$ cat src/rtl/imem_loader.sv
// Byte-stream program loader: assembles big-endian 16-bit words, writes them to
// instruction memory, verifies a trailing XOR checksum and stalls the CPU until done.
module imem_loader #(
  parameter logic [7:0] START_ADDR = 8'h00
) (
  input  logic        clk,
  input  logic        rst_n,
  input  logic        start,
  input  logic        in_valid,
  input  logic [7:0]  in_data,
  output logic        in_ready,
  output logic        im_we,
  output logic [7:0]  im_addr,
  output logic [15:0] im_wdata,
  output logic        cpu_hold,
  output logic        done,
  output logic        err
);

  typedef enum logic [2:0] {
    S_IDLE = 3'd0,
    S_LEN  = 3'd1,
    S_HI   = 3'd2,
    S_LO   = 3'd3,
    S_CHK  = 3'd4,
    S_DONE = 3'd5,
    S_ERR  = 3'd6
  } state_t;

  function automatic logic [7:0] chk_upd(input logic [7:0] chk, input logic [7:0] b);
    return chk ^ b;
  endfunction

  state_t      state_q, state_d;
  logic [8:0]  cnt_q, cnt_d;
  logic [8:0]  idx_q, idx_d;
  logic [7:0]  chk_q, chk_d;
  logic [7:0]  hi_q, hi_d;
  logic        ready_q, ready_d;
  logic        we_q, we_d;
  logic [7:0]  addr_q, addr_d;
  logic [15:0] wdata_q, wdata_d;
  logic        hold_q, hold_d;
  logic        done_q, done_d;
  logic        err_q, err_d;
  // armed_q blocks a start sampled on the first edge after reset release
  logic        armed_q;
  logic        xfer_s;
  logic [8:0]  idx_inc_s;

  assign xfer_s    = in_valid && ready_q;
  assign idx_inc_s = idx_q + 9'd1;

  // Next-state and output decode
  always_comb begin
    state_d = state_q;
    cnt_d   = cnt_q;
    idx_d   = idx_q;
    chk_d   = chk_q;
    hi_d    = hi_q;
    we_d    = 1'b0;
    addr_d  = addr_q;
    wdata_d = wdata_q;
    hold_d  = hold_q;
    done_d  = done_q;
    err_d   = err_q;
    case (state_q)
      S_IDLE, S_DONE, S_ERR: begin
        if (start && armed_q) begin
          state_d = S_LEN;
          done_d  = 1'b0;
          err_d   = 1'b0;
          idx_d   = 9'd0;
          chk_d   = 8'h00;
          hold_d  = 1'b1;
        end else begin
          state_d = state_q;
        end
      end
      S_LEN: begin
        if (xfer_s) begin
          cnt_d   = (in_data == 8'h00) ? 9'd256 : {1'b0, in_data};
          chk_d   = in_data;
          state_d = S_HI;
        end else begin
          state_d = state_q;
        end
      end
      S_HI: begin
        if (xfer_s) begin
          hi_d    = in_data;
          chk_d   = chk_upd(chk_q, in_data);
          state_d = S_LO;
        end else begin
          state_d = state_q;
        end
      end
      S_LO: begin
        if (xfer_s) begin
          wdata_d = {hi_q, in_data};
          addr_d  = START_ADDR + idx_q[7:0];
          we_d    = 1'b1;
          chk_d   = chk_upd(chk_q, in_data);
          idx_d   = idx_inc_s;
          state_d = (idx_inc_s == cnt_q) ? S_CHK : S_HI;
        end else begin
          state_d = state_q;
        end
      end
      S_CHK: begin
        if (xfer_s) begin
          if (in_data == chk_q) begin
            state_d = S_DONE;
            done_d  = 1'b1;
            hold_d  = 1'b0;
          end else begin
            state_d = S_ERR;
            err_d   = 1'b1;
            hold_d  = 1'b1;
          end
        end else begin
          state_d = state_q;
        end
      end
      default: begin
        state_d = S_IDLE;
      end
    endcase
    ready_d = (state_d == S_LEN) || (state_d == S_HI) ||
              (state_d == S_LO)  || (state_d == S_CHK);
  end

  // State and output registers
  always_ff @(posedge clk or negedge rst_n) begin
    if (!rst_n) begin
      state_q <= S_IDLE;
      cnt_q   <= 9'd0;
      idx_q   <= 9'd0;
      chk_q   <= 8'h00;
      hi_q    <= 8'h00;
      ready_q <= 1'b0;
      we_q    <= 1'b0;
      addr_q  <= 8'h00;
      wdata_q <= 16'h0000;
      hold_q  <= 1'b0;
      done_q  <= 1'b0;
      err_q   <= 1'b0;
      armed_q <= 1'b0;
    end else begin
      state_q <= state_d;
      cnt_q   <= cnt_d;
      idx_q   <= idx_d;
      chk_q   <= chk_d;
      hi_q    <= hi_d;
      ready_q <= ready_d;
      we_q    <= we_d;
      addr_q  <= addr_d;
      wdata_q <= wdata_d;
      hold_q  <= hold_d;
      done_q  <= done_d;
      err_q   <= err_d;
      armed_q <= 1'b1;
    end
  end

  assign in_ready = ready_q;
  assign im_we    = we_q;
  assign im_addr  = addr_q;
  assign im_wdata = wdata_q;
  assign cpu_hold = hold_q;
  assign done     = done_q;
  assign err      = err_q;

endmodule
$ cat config.mk
export PLATFORM = sky130hd
export DESIGN_NAME = imem_loader
export DESIGN_NICKNAME = d
export VERILOG_FILES = /design/src/rtl/imem_loader.sv
export SDC_FILE = /design/constraint.sdc
export NUM_CORES = 1
export LEC_CHECK = 0
export ABC_AREA = 1
export BUFFER_PORTS_ARGS = -buffer_cell sky130_fd_sc_hd__buf_2
export CAP_MARGIN = 20
export CORE_MARGIN = 2
export CORE_UTILIZATION = 48
export CTS_BUF_LIST = sky130_fd_sc_hd__clkbuf_8
export DETAILED_ROUTE_END_ITERATION = 10
export PLACE_DENSITY_LB_ADDON = 0.3
export SLEW_MARGIN = 20
export SYNTH_ARGS = -nofsm -noshare
export SYNTH_HDL_FRONTEND = slang
export SYNTH_SLANG_ARGS = --single-unit
$ cat constraint.sdc
create_clock -name clk -period 2.6 [get_ports clk]
set_input_delay 0.39 -clock clk [delete_from_list [all_inputs] [get_ports clk]]
set_output_delay 0.39 -clock clk [all_outputs]
set_load 0.02 [all_outputs]
==> results.sh, run 1 <==
export IMPL_antenna_found_initial=0
export IMPL_instances_no_fill=500
export IMPL_yosys_area_share_simple_pct=23.80
export IMPL_dr_pass1_iters=5
export IMPL_synth_area_sq_um=3144
export IMPL_cp_top_family="simple AND/OR/NAND/NOR gates"
export IMPL_postCtsResizedCells=0
export IMPL_gr_usage_all_layers_pct=21.35
export IMPL_cts_root_buf="clkbuf_8"
export IMPL_wire_per_inst_um=14.13
export IMPL_numCtsBuffers=9
export IMPL_layout_drive_gt1_share_pct=18.68
export IMPL_hold_violations=0
export IMPL_slew_headroom_pct=53.90
export IMPL_finalPower_mw=4.505
export IMPL_syn_avg_cell_area_sq_um=8.475
export IMPL_via_count=2613
export IMPL_cts_setup_buffers=0
export IMPL_muxShareOfSynthArea_pct=2.865
export IMPL_clock_path_buffers=2
export IMPL_synth_top_family_by_area="simple AND/OR/NAND/NOR gates"
export IMPL_drtIter0Drc=148
export IMPL_cpMaxStageDelayCell="dfrtp_1"
export IMPL_drc=0
export IMPL_outcome="complete, no violations"
export IMPL_dp_slack_ps=668.2
export IMPL_grt_overflow=0
export IMPL_crit_type="flip-flop to flip-flop"
export IMPL_synthAdderAreaFrac_pct=0.3979
export IMPL_grt_max_degree=40
export IMPL_cp_start_kind="flip-flop"
export IMPL_fin_util_pct=57.38
export IMPL_end_kind="flip-flop"
export IMPL_finClkSkew_ps=16.39
export IMPL_grt_pass1_wl_um=11920
export IMPL_post_dp_hpwl_um=5050
export IMPL_yosys_warnings=0
export IMPL_ys_ff_latch=67
export IMPL_syn_inst=371
export IMPL_leakage_nw=1.896
export IMPL_cts_hold_buf=0
export IMPL_hold_path_class="input pin to asynchronous set/reset pin"
export IMPL_syn_num_nets=384
export IMPL_routed_wirelength_um=7064
export IMPL_cts_tree="yes"
export IMPL_drt_vias_per_instance=5.226
export IMPL_cpPeakStageDelay_ps=470
export IMPL_io_buffers=40
export IMPL_num_rows=29
export IMPL_synth_xor_area_share_pct=3.343
export IMPL_area_delta_synth_final_pct=15.88
export IMPL_gp_congestion=0.9443
export IMPL_path_buf_inv=2
export IMPL_clock_sinks=67
export IMPL_die_h_um=84.94
export IMPL_grt_pass1_vias=2536
export IMPL_die_w_um=84.94
export IMPL_dieArea_sq_um=7214
export IMPL_synth_distinct_cells=29
export IMPL_setup_violations=0
export IMPL_fin_setup_tns_ps=0
export IMPL_worst_slack_ps=643.2
export IMPL_path_cells="ha_1 > nand3_2 > inv_2 > nand2_1 > nand2_1 > nand2_1 > nand2_1 > nand2_1 > nor2_2 > nand3_1 > nand2_1 > nand2_1 > nand2_2 > nand4_1 > nand2_1 > inv_1"
export IMPL_ant_nets=0
export IMPL_ys_seq_area_share_pct=53.32
export IMPL_clkLatencyLatePin_ps=350
export IMPL_yosysTopAreaCell="dfrtp_1"
export IMPL_finalNetCount=431
export IMPL_dp_cells=484
export IMPL_drv_slew=0
export IMPL_synth_top_area_share_pct=53.32
export IMPL_start_util_pct=49.52
export IMPL_finalCritPeriodShare_pct=75.26
export IMPL_ctsHtreeMaxLevel=3
export IMPL_crit_fanout=7
export IMPL_worstPathArrival_ps=2200
export IMPL_diodes=0
export IMPL_core_area_sq_um=6350
export IMPL_synth_area_leaders="dfrtp_1 53%, nand2_1 14%, o21ai_0 6.8%"
export IMPL_pin_count=41
export IMPL_worst_pin_slew_ps=691.4
export IMPL_synth_compound_area_share_pct=10.19
export IMPL_clk_pin_slew_worst_paths_ps=80
export IMPL_crit_path_frequent_cell="nand2_1"
export IMPL_crit_required_ps=2850
export IMPL_drv_cap=0
export IMPL_p_per_area_nw_per_um2=1237
export IMPL_min_period_ps=1957
export IMPL_max_freq_mhz=511.0
export IMPL_rsz0062_at_grt="false"
export IMPL_ir_drop_uv=710.7
-- layout by cell type, fill, tap and decap left out, drive strengths merged, types with 2 or more instances in the layout --
master / n
nand2: 121
dfrtp: 67
o21ai: 45
inv: 44
buf: 43
nor2: 20
nand3: 19
clkbuf: 9
xor2: 8
o22ai: 8
mux2: 8
nand4: 6
clkinv: 5
nand3b: 4
xnor2: 4
a21oi: 2
o21bai: 2
-- sequential cells by signal (all words and copies together), names as in the netlist, 3 cells and up --
name,count
chk_q,8
cnt_q,9
hi_q,8
idx_q,9
im_addr,8
im_wdata,16
state_q,3
-- through the flow --
step                      hold WS [ps]  instance area [sq um]
after global routing             125.4                   3643
after CTS                        84.75                   3643
final                            78.46                   3643
after detailed placement         453.8                   3450
after global placement           452.4                   3450
after floorplan                  94.41                   3144
-- synth_stat cells, drive strengths merged --
master,instances
nand2,121
nor4,1
o31ai,1
o22ai,8
inv,43
nor2,20
conb,1
o21ai,45
o21bai,2
xor2,8
a311oi,1
nand3,19
ha,1
dfrtp,67
mux2,8
nand4,6
xnor2,4
a21oi,2
nor3,1
nand3b,4
clkbuf,7
nor3b,1
-- where the power goes --
part / switching (mW) / total [mW] / internal (mW)
logic: 1.18 / 1.86 / 0.681
registers: 0.293 / 1.78 / 1.49
clock network: 0.418 / 0.859 / 0.441
-- cell families (layout without fill, tap and decap cells) --
group | count (synthesis) | count (layout)
AND/OR/NAND/NOR | 173 | 173
flip-flops | 67 | 67
AO/OA/AOI/OAI | 59 | 59
buffers and inverters | 50 | 102
XOR/XNOR | 12 | 12
multiplexers | 8 | 8
adder cells (fa/ha/maj) | 1 | 1
other | 1 | 1
-- cell type report --
class                           instances  area [sq um]
Clock buffer                            9         123.9
Clock inverter                          7         70.07
Fill cell                             576          2706
Inverter                               43         161.4
Multi-Input combinational cell        254          1280
Sequential cell                        67          1677
Tap cell                               77         96.34
Timing Repair Buffer                   43         235.2
-- worst paths after layout --
path                                               start                  endpoint  slack [ps]  cells past startpoint
worst max-delay path                idx_q[0]$_DFFE_PN0P_        in_ready$_DFF_PN0_         640                     16
worst min-delay path                               rst_n   im_wdata[5]$_DFFE_PN0P_          80                      1
worst max register to register      idx_q[0]$_DFFE_PN0P_        in_ready$_DFF_PN0_         640                     16
worst min register to register  im_wdata[14]$_DFFE_PN0P_  im_wdata[14]$_DFFE_PN0P_         470                      2
max in group asynchronous                          rst_n      idx_q[7]$_DFFE_PN0P_        1880                      2
min in group clk                              in_data[2]      cnt_q[2]$_DFFE_PN0P_         300                      3
-- layer usage --
metal / up-vias / GRT usage, % / wire, um
met5: - / 0 / 0
met4: 0 / 6.205 / 97
met3: 10 / 7.685 / 498
met2: 79 / 32.43 / 3228
met1: 1233 / 29.14 / 3239
li1: 1291 / - / -
-- worst register-to-register path: cells and delay by family, from the launching register on --
family	cells	cell delay [ps]
and+or+nand+nor	13	1010
DFF	1	470
adders and majority gates	1	250
buffers and inverters	2	120
Power figures use the tool's default switching activity.
==> run 2, diff against run 1 <==
==> constraint.sdc (replaced) <==
create_clock -name clk -period 2 [get_ports clk]
set_input_delay 0.3 -clock clk [delete_from_list [all_inputs] [get_ports clk]]
set_output_delay 0.3 -clock clk [all_outputs]
set_load 0.02 [all_outputs]
==> run 2 against run 1 <==
Compared with the run above: power grew 38%; sequential cell count is the same; clock power grew 65%; largest power group unchanged.
==> results.sh, run 2 (synthesized netlist as in run 1, its figures left out) <==
export IMPL_outcome="complete, no violations"
export IMPL_gr_usage_all_layers_pct=21.58
export IMPL_drv_cap=0
export IMPL_cpPeakStageDelay_ps=440
export IMPL_largest_reg_flops=16
export IMPL_crit_fanout=5
export IMPL_internal_power_mw=3.715
export IMPL_leakage_nw=1.939
export IMPL_sw_frac_of_total_pct=40.42
export IMPL_grt_pass1_wl_um=11950
export IMPL_p_seq_share_pct=36.9
export IMPL_cts_tree="yes"
export IMPL_die_w_um=84.94
export IMPL_num_rows=29
export IMPL_slew_headroom_pct=59.72
export IMPL_path_buf_inv=1
export IMPL_dieArea_sq_um=7214
export IMPL_p_per_area_nw_per_um2=1662
export IMPL_finalNetCount=437
export IMPL_path_cells="ha_1 > xnor2_1 > nand2_1 > nor2_2 > nand3_1 > nor2_2 > nand3_1 > nand2_1 > nand2_1 > nand2_2 > nand4_1 > nand2_1 > inv_1"
export IMPL_ant_nets=0
export IMPL_antenna_found_initial=0
export IMPL_setup_violations=0
export IMPL_layout_common_cells="119 x nand2_1, 66 x dfrtp_1, 43 x o21ai_0, 41 x inv_1, 40 x buf_2"
export IMPL_dr_pass1_iters=4
export IMPL_crit_type="flip-flop to flip-flop"
export IMPL_start_util_pct=49.52
export IMPL_grt_overflow=0
export IMPL_ctsHtreeMaxLevel=3
export IMPL_diodes=0
export IMPL_clock_sinks=67
export IMPL_numCtsBuffers=9
export IMPL_pin_count=41
export IMPL_wire_per_inst_um=14.26
export IMPL_cpMaxStageDelayCell="dfrtp_2"
export IMPL_post_dp_hpwl_um=5028
export IMPL_worstPathArrival_ps=2110
export IMPL_cp_top_family="simple AND/OR/NAND/NOR gates"
export IMPL_clockPowerShare_pct=22.8
export IMPL_min_period_ps=1854
export IMPL_placed_cell_area_sq_um=3480
export IMPL_layout_drive_gt1_share_pct=20.51
export IMPL_crit_path_frequent_cell="nand2_1"
export IMPL_finClkSkew_ps=7.291
export IMPL_drv_slew=0
export IMPL_routed_wirelength_um=7216
export IMPL_cts_root_buf="clkbuf_8"
export IMPL_power_switching_mw=2.520
export IMPL_drtIter0Drc=200
export IMPL_drt_vias_per_instance=5.249
export IMPL_area_delta_synth_final_pct=19.30
export IMPL_grt_max_degree=43
export IMPL_worst_pin_slew_ps=604.2
export IMPL_crit_required_ps=2260
export IMPL_clock_path_buffers=2
export IMPL_clkLatencyLatePin_ps=360
export IMPL_hold_path_class="input pin to flip-flop"
export IMPL_cp_start_kind="flip-flop"
export IMPL_ir_drop_uv=833.5
export IMPL_hold_slack_ps=201.9
export IMPL_postLayoutCellArea_sq_um=3751
export IMPL_core_area_sq_um=6350
export IMPL_grt_pass1_vias=2511
export IMPL_p_comb_share_pct=40.2
export IMPL_final_common_cell="nand2_1"
export IMPL_via_count=2656
export IMPL_drc=0
export IMPL_max_freq_mhz=539.4
export IMPL_end_kind="flip-flop"
export IMPL_io_buffers=40
export IMPL_gp_congestion=0.8614
export IMPL_hold_violations=0
export IMPL_clk_pin_slew_worst_paths_ps=80
export IMPL_die_h_um=84.94
export IMPL_finalCritPeriodShare_pct=92.69
==> run 2: cell count changes in the layout (fill, tap and decap cells not counted), moves of 2 or more <==
cell | previous run | this run
bufinv_16 | 1 | 3
clkinv_2 | 2 | 0
buf_4 | 2 | 7
inv_6 | 0 | 2
nor2_1 | 15 | 13
clkinv_4 | 3 | 1
nor2_2 | 4 | 6
==> run 2: final timing paths <==
path                                         start  slack [ps]                 endpoint  cells past startpoint
min in group asynchronous                    rst_n         490   im_addr[3]$_DFFE_PN0P_                      2
max in group asynchronous                    rst_n         890     cnt_q[8]$_DFFE_PN0P_                      3
setup reg to reg              idx_q[1]$_DFFE_PN0P_         150       in_ready$_DFF_PN0_                     13
hold reg to reg            im_wdata[8]$_DFFE_PN0P_         470  im_wdata[8]$_DFFE_PN0P_                      2
hold / removal                          in_data[3]         200     cnt_q[3]$_DFFE_PN0P_                      3
setup / recovery              idx_q[1]$_DFFE_PN0P_         150       in_ready$_DFF_PN0_                     13
==> run 2: through the flow <==
stage | util [%] | std cells | setup slack (ps) | total power, mW | TNS [ps]
after global routing | 59.07 | 506 | -6.086 | 6.679 | -6.086
after detailed placement | 54.80 | 488 | 117.7 | 4.788 | 0
after floorplan | - | 371 | 251.8 | 4.041 | 0
after CTS | 58.86 | 505 | 112.6 | 6.219 | 0
after global placement | 54.80 | 488 | 188.8 | 4.704 | 0
final | 59.07 | 506 | 146.2 | 6.235 | 0
==> run 2: repair_timing <==
item	in CTS	in global routing
hold buffers	1	0
gates resized for setup	0	3
endpoints found under the hold margin	25	0
endpoints found under the setup margin	0	9
buffers inserted	0	1
==> run 2: power by group through the flow <==
| stage | Clock (mW) | Combinational [mW] | Sequential [mW] |
|---|---|---|---|
| floorplan | 0 | 1.44 | 2.60 |
| CTS | 1.43 | 2.48 | 2.31 |
| detailed placement | 0 | 2.47 | 2.32 |
| finish | 1.42 | 2.51 | 2.30 |
| global route | 1.49 | 2.81 | 2.38 |
| global placement | 0 | 2.40 | 2.30 |
==> run 2: layer usage <==
| layer | vias up | global-route usage (%) | routed length (um) |
|---|---|---|---|
| met2 | 76 | 33.64 | 3371 |
| met1 | 1259 | 29.16 | 3323 |
| met4 | 0 | 8.514 | 131 |
| met5 | - | 0 | 0 |
| met3 | 12 | 5.447 | 389 |
| li1 | 1309 | - | - |
==> run 2: layout make-up <==
cell class | instances | area, sq um
multi-input combinational | 254 | 1285
tap | 77 | 96.34
sequential | 67 | 1678
timing repair buffer | 49 | 282.8
clock buffer | 9 | 123.9
fill | 568 | 2599
clock inverter | 7 | 123.9
inverter | 43 | 161.4
==> run 2: tightest hold or removal path, stage by stage <==
cell and delay (ps):
buf_2 110, nand2_1 50, o21ai_0 60
==> run 3, diff against run 2 <==
--- a/config.mk
+++ b/config.mk
@@ -8,11 +8,13 @@
 export ABC_AREA = 1
 export BUFFER_PORTS_ARGS = -buffer_cell sky130_fd_sc_hd__buf_2
 export CAP_MARGIN = 20
+export CORE_ASPECT_RATIO = 1.75
 export CORE_MARGIN = 2
 export CORE_UTILIZATION = 48
 export CTS_BUF_LIST = sky130_fd_sc_hd__clkbuf_8
 export DETAILED_ROUTE_END_ITERATION = 10
 export PLACE_DENSITY_LB_ADDON = 0.3
+export SKIP_CTS_REPAIR_TIMING = 1
 export SLEW_MARGIN = 20
 export SYNTH_ARGS = -nofsm -noshare
 export SYNTH_HDL_FRONTEND = slang
==> run 3 against run 2 <==
Compared with the run above: die area is 0.35% higher; critical path depth is 6 lower; global-route usage hardly changed; core utilization is 1.5 points lower; sequential cell count stayed put; fmax is 1.9% lower.
==> results.sh, run 3 (synthesized netlist as in run 1, its figures left out) <==
export IMPL_clock_sinks=67
export IMPL_slew_headroom_pct=61.33
export IMPL_via_count=2626
export IMPL_post_dp_hpwl_um=5296
export IMPL_diodes=0
export IMPL_core_area_sq_um=6441
export IMPL_hp_start="in_data[2]"
export IMPL_outcome="complete, no violations"
export IMPL_leakage_nw=1.927
export IMPL_finalCritPeriodShare_pct=94.50
export IMPL_drv_slew=0
export IMPL_cp_start_kind="flip-flop"
export IMPL_finalNetCount=437
export IMPL_worstPathArrival_ps=2120
export IMPL_rsz0062_at_grt="true"
export IMPL_worst_pin_slew_ps=580.1
export IMPL_reg2reg_depth=7
export IMPL_pin_count=41
export IMPL_dp_cells=493
export IMPL_drv_cap=0
export IMPL_fillers=617
export IMPL_setup_violations=0
export IMPL_layout_common_cells="119 x nand2_1, 67 x dfrtp_1, 43 x o21ai_0, 42 x inv_1, 40 x buf_2"
export IMPL_num_rows=39
export IMPL_timing_rr_end="chk_q[2]$_DFFE_PN0P_"
export IMPL_r2r_slack_ps=110
export IMPL_crit_fanout=8
export IMPL_instances_no_fill=511
export IMPL_p_per_area_nw_per_um2=1585
export IMPL_layout_drive_gt1_share_pct=19.58
export IMPL_holdPathStages=3
export IMPL_largest_reg_flops=16
export IMPL_dr_pass1_iters=4
export IMPL_clockPowerShare_pct=18.8
export IMPL_gp_congestion=0.9182
export IMPL_drc=0
export IMPL_dieArea_sq_um=7239
export IMPL_io_buffers=40
export IMPL_start_util_pct=48.82
export IMPL_sw_frac_of_total_pct=41.05
export IMPL_grt_pass1_wl_um=11770
export IMPL_routed_wirelength_um=7053
export IMPL_grt_max_degree=28
export IMPL_ctsHtreeMaxLevel=3
export IMPL_die_h_um=111.1
export IMPL_internal_power_mw=3.466
export IMPL_max_freq_mhz=529.1
export IMPL_clkLatencyLatePin_ps=350
export IMPL_min_period_ps=1890
export IMPL_clock_path_buffers=2
export IMPL_p_seq_share_pct=39.2
export IMPL_grt_overflow=0
export IMPL_fin_setup_tns_ps=0
export IMPL_crit_type="flip-flop to flip-flop"
export IMPL_grt_pass1_vias=2559
export IMPL_area_delta_synth_final_pct=17.99
export IMPL_antenna_found_initial=0
export IMPL_ir_drop_uv=917.1
export IMPL_gr_usage_all_layers_pct=21.57
export IMPL_drtIter0Drc=134
export IMPL_clk_pin_slew_worst_paths_ps=70
export IMPL_hold_violations=0
export IMPL_cts_root_buf="clkbuf_8"
export IMPL_finClkSkew_ps=12.51
export IMPL_crit_required_ps=2230
export IMPL_reg2reg_from="state_q[1]$_DFF_PN0_"
export IMPL_drt_vias_per_instance=5.139
export IMPL_numCtsBuffers=9
export IMPL_power_switching_mw=2.414
export IMPL_hold_path_class="input pin to flip-flop"
export IMPL_final_common_cell="nand2_1"
export IMPL_die_w_um=65.18
export IMPL_wire_per_inst_um=13.80
export IMPL_p_comb_share_pct=41.9
export IMPL_multiInputGateArea_sq_um=1280
export IMPL_ant_nets=0
export IMPL_cts_tree="yes"
export IMPL_worstHoldEndpoint="cnt_q[2]$_DFFE_PN0P_"
export IMPL_seq_area_sq_um=1677
export IMPL_end_kind="flip-flop"
run 3: cell types whose count changed in the layout (fill, tap and decap cells not counted), moves of 2 or more:
cell       change
inv_6          -2
nor2_2         -2
clkinv_2       +3
nor2_1         +2
bufinv_16      -2
run 3: area by class of cell:
type                       count  share of cell area [%]
multi-input combinational    254                   34.50
clock buffer                  10                   3.710
timing repair buffer          49                   7.960
tap                           82                   2.766
inverter                      43                   4.351
sequential                    67                   45.19
clock inverter                 6                   1.518
run 3: critical path: stages (launching register included):
cell and delay [ps]:
dfrtp_1 430, inv_1 80, nor2_1 120, nor3_1 80
nor2_1 260, nand2_1 210, nand2_2 230, mux2_2 360
run 3: per-stage QoR:
stage                     instance area, sq um  hold WS (ps)  power, mW  worst slack [ps]  utilization [%]
after global routing                      3710         225.7      6.356            -9.400            57.60
after global placement                    3498         319.3      4.725             155.2            54.31
after floorplan                           3144         4.409      4.041             251.8                -
final                                     3710         228.1      5.880             110.1            57.60
after detailed placement                  3498         328.6      4.785             143.6            54.31
after CTS                                 3692        -56.48      5.914             135.3            57.32
run 3: worst max path at each step:
stage / startpoint / end
finish: state_q[1]$_DFF_PN0_ / chk_q[2]$_DFFE_PN0P_
global route: state_q[2]$_DFF_PN0_ / idx_q[7]$_DFFE_PN0P_
CTS: state_q[1]$_DFF_PN0_ / chk_q[2]$_DFFE_PN0P_
detailed placement: idx_q[1]$_DFFE_PN0P_ / in_ready$_DFF_PN0_
global placement: state_q[1]$_DFF_PN0_ / chk_q[1]$_DFFE_PN0P_
floorplan: idx_q[0]$_DFFE_PN0P_ / in_ready$_DFF_PN0_
run 3: routing by layer:
layer | wire length [um] | track usage (%)
met5 | 0 | 0
met4 | 391 | 15.00
met3 | 261 | 5.685
met2 | 3637 | 34.97
met1 | 2762 | 23.94
run 3: power by group through the flow:
stage | Sequential [mW] | Clock, mW | Combinational (mW)
final | 2.31 | 1.11 | 2.46
after global placement | 2.31 | 0 | 2.41
after global routing | 2.39 | 1.19 | 2.78
after CTS | 2.31 | 1.13 | 2.47
after detailed placement | 2.33 | 0 | 2.45
after floorplan | 2.60 | 0 | 1.44
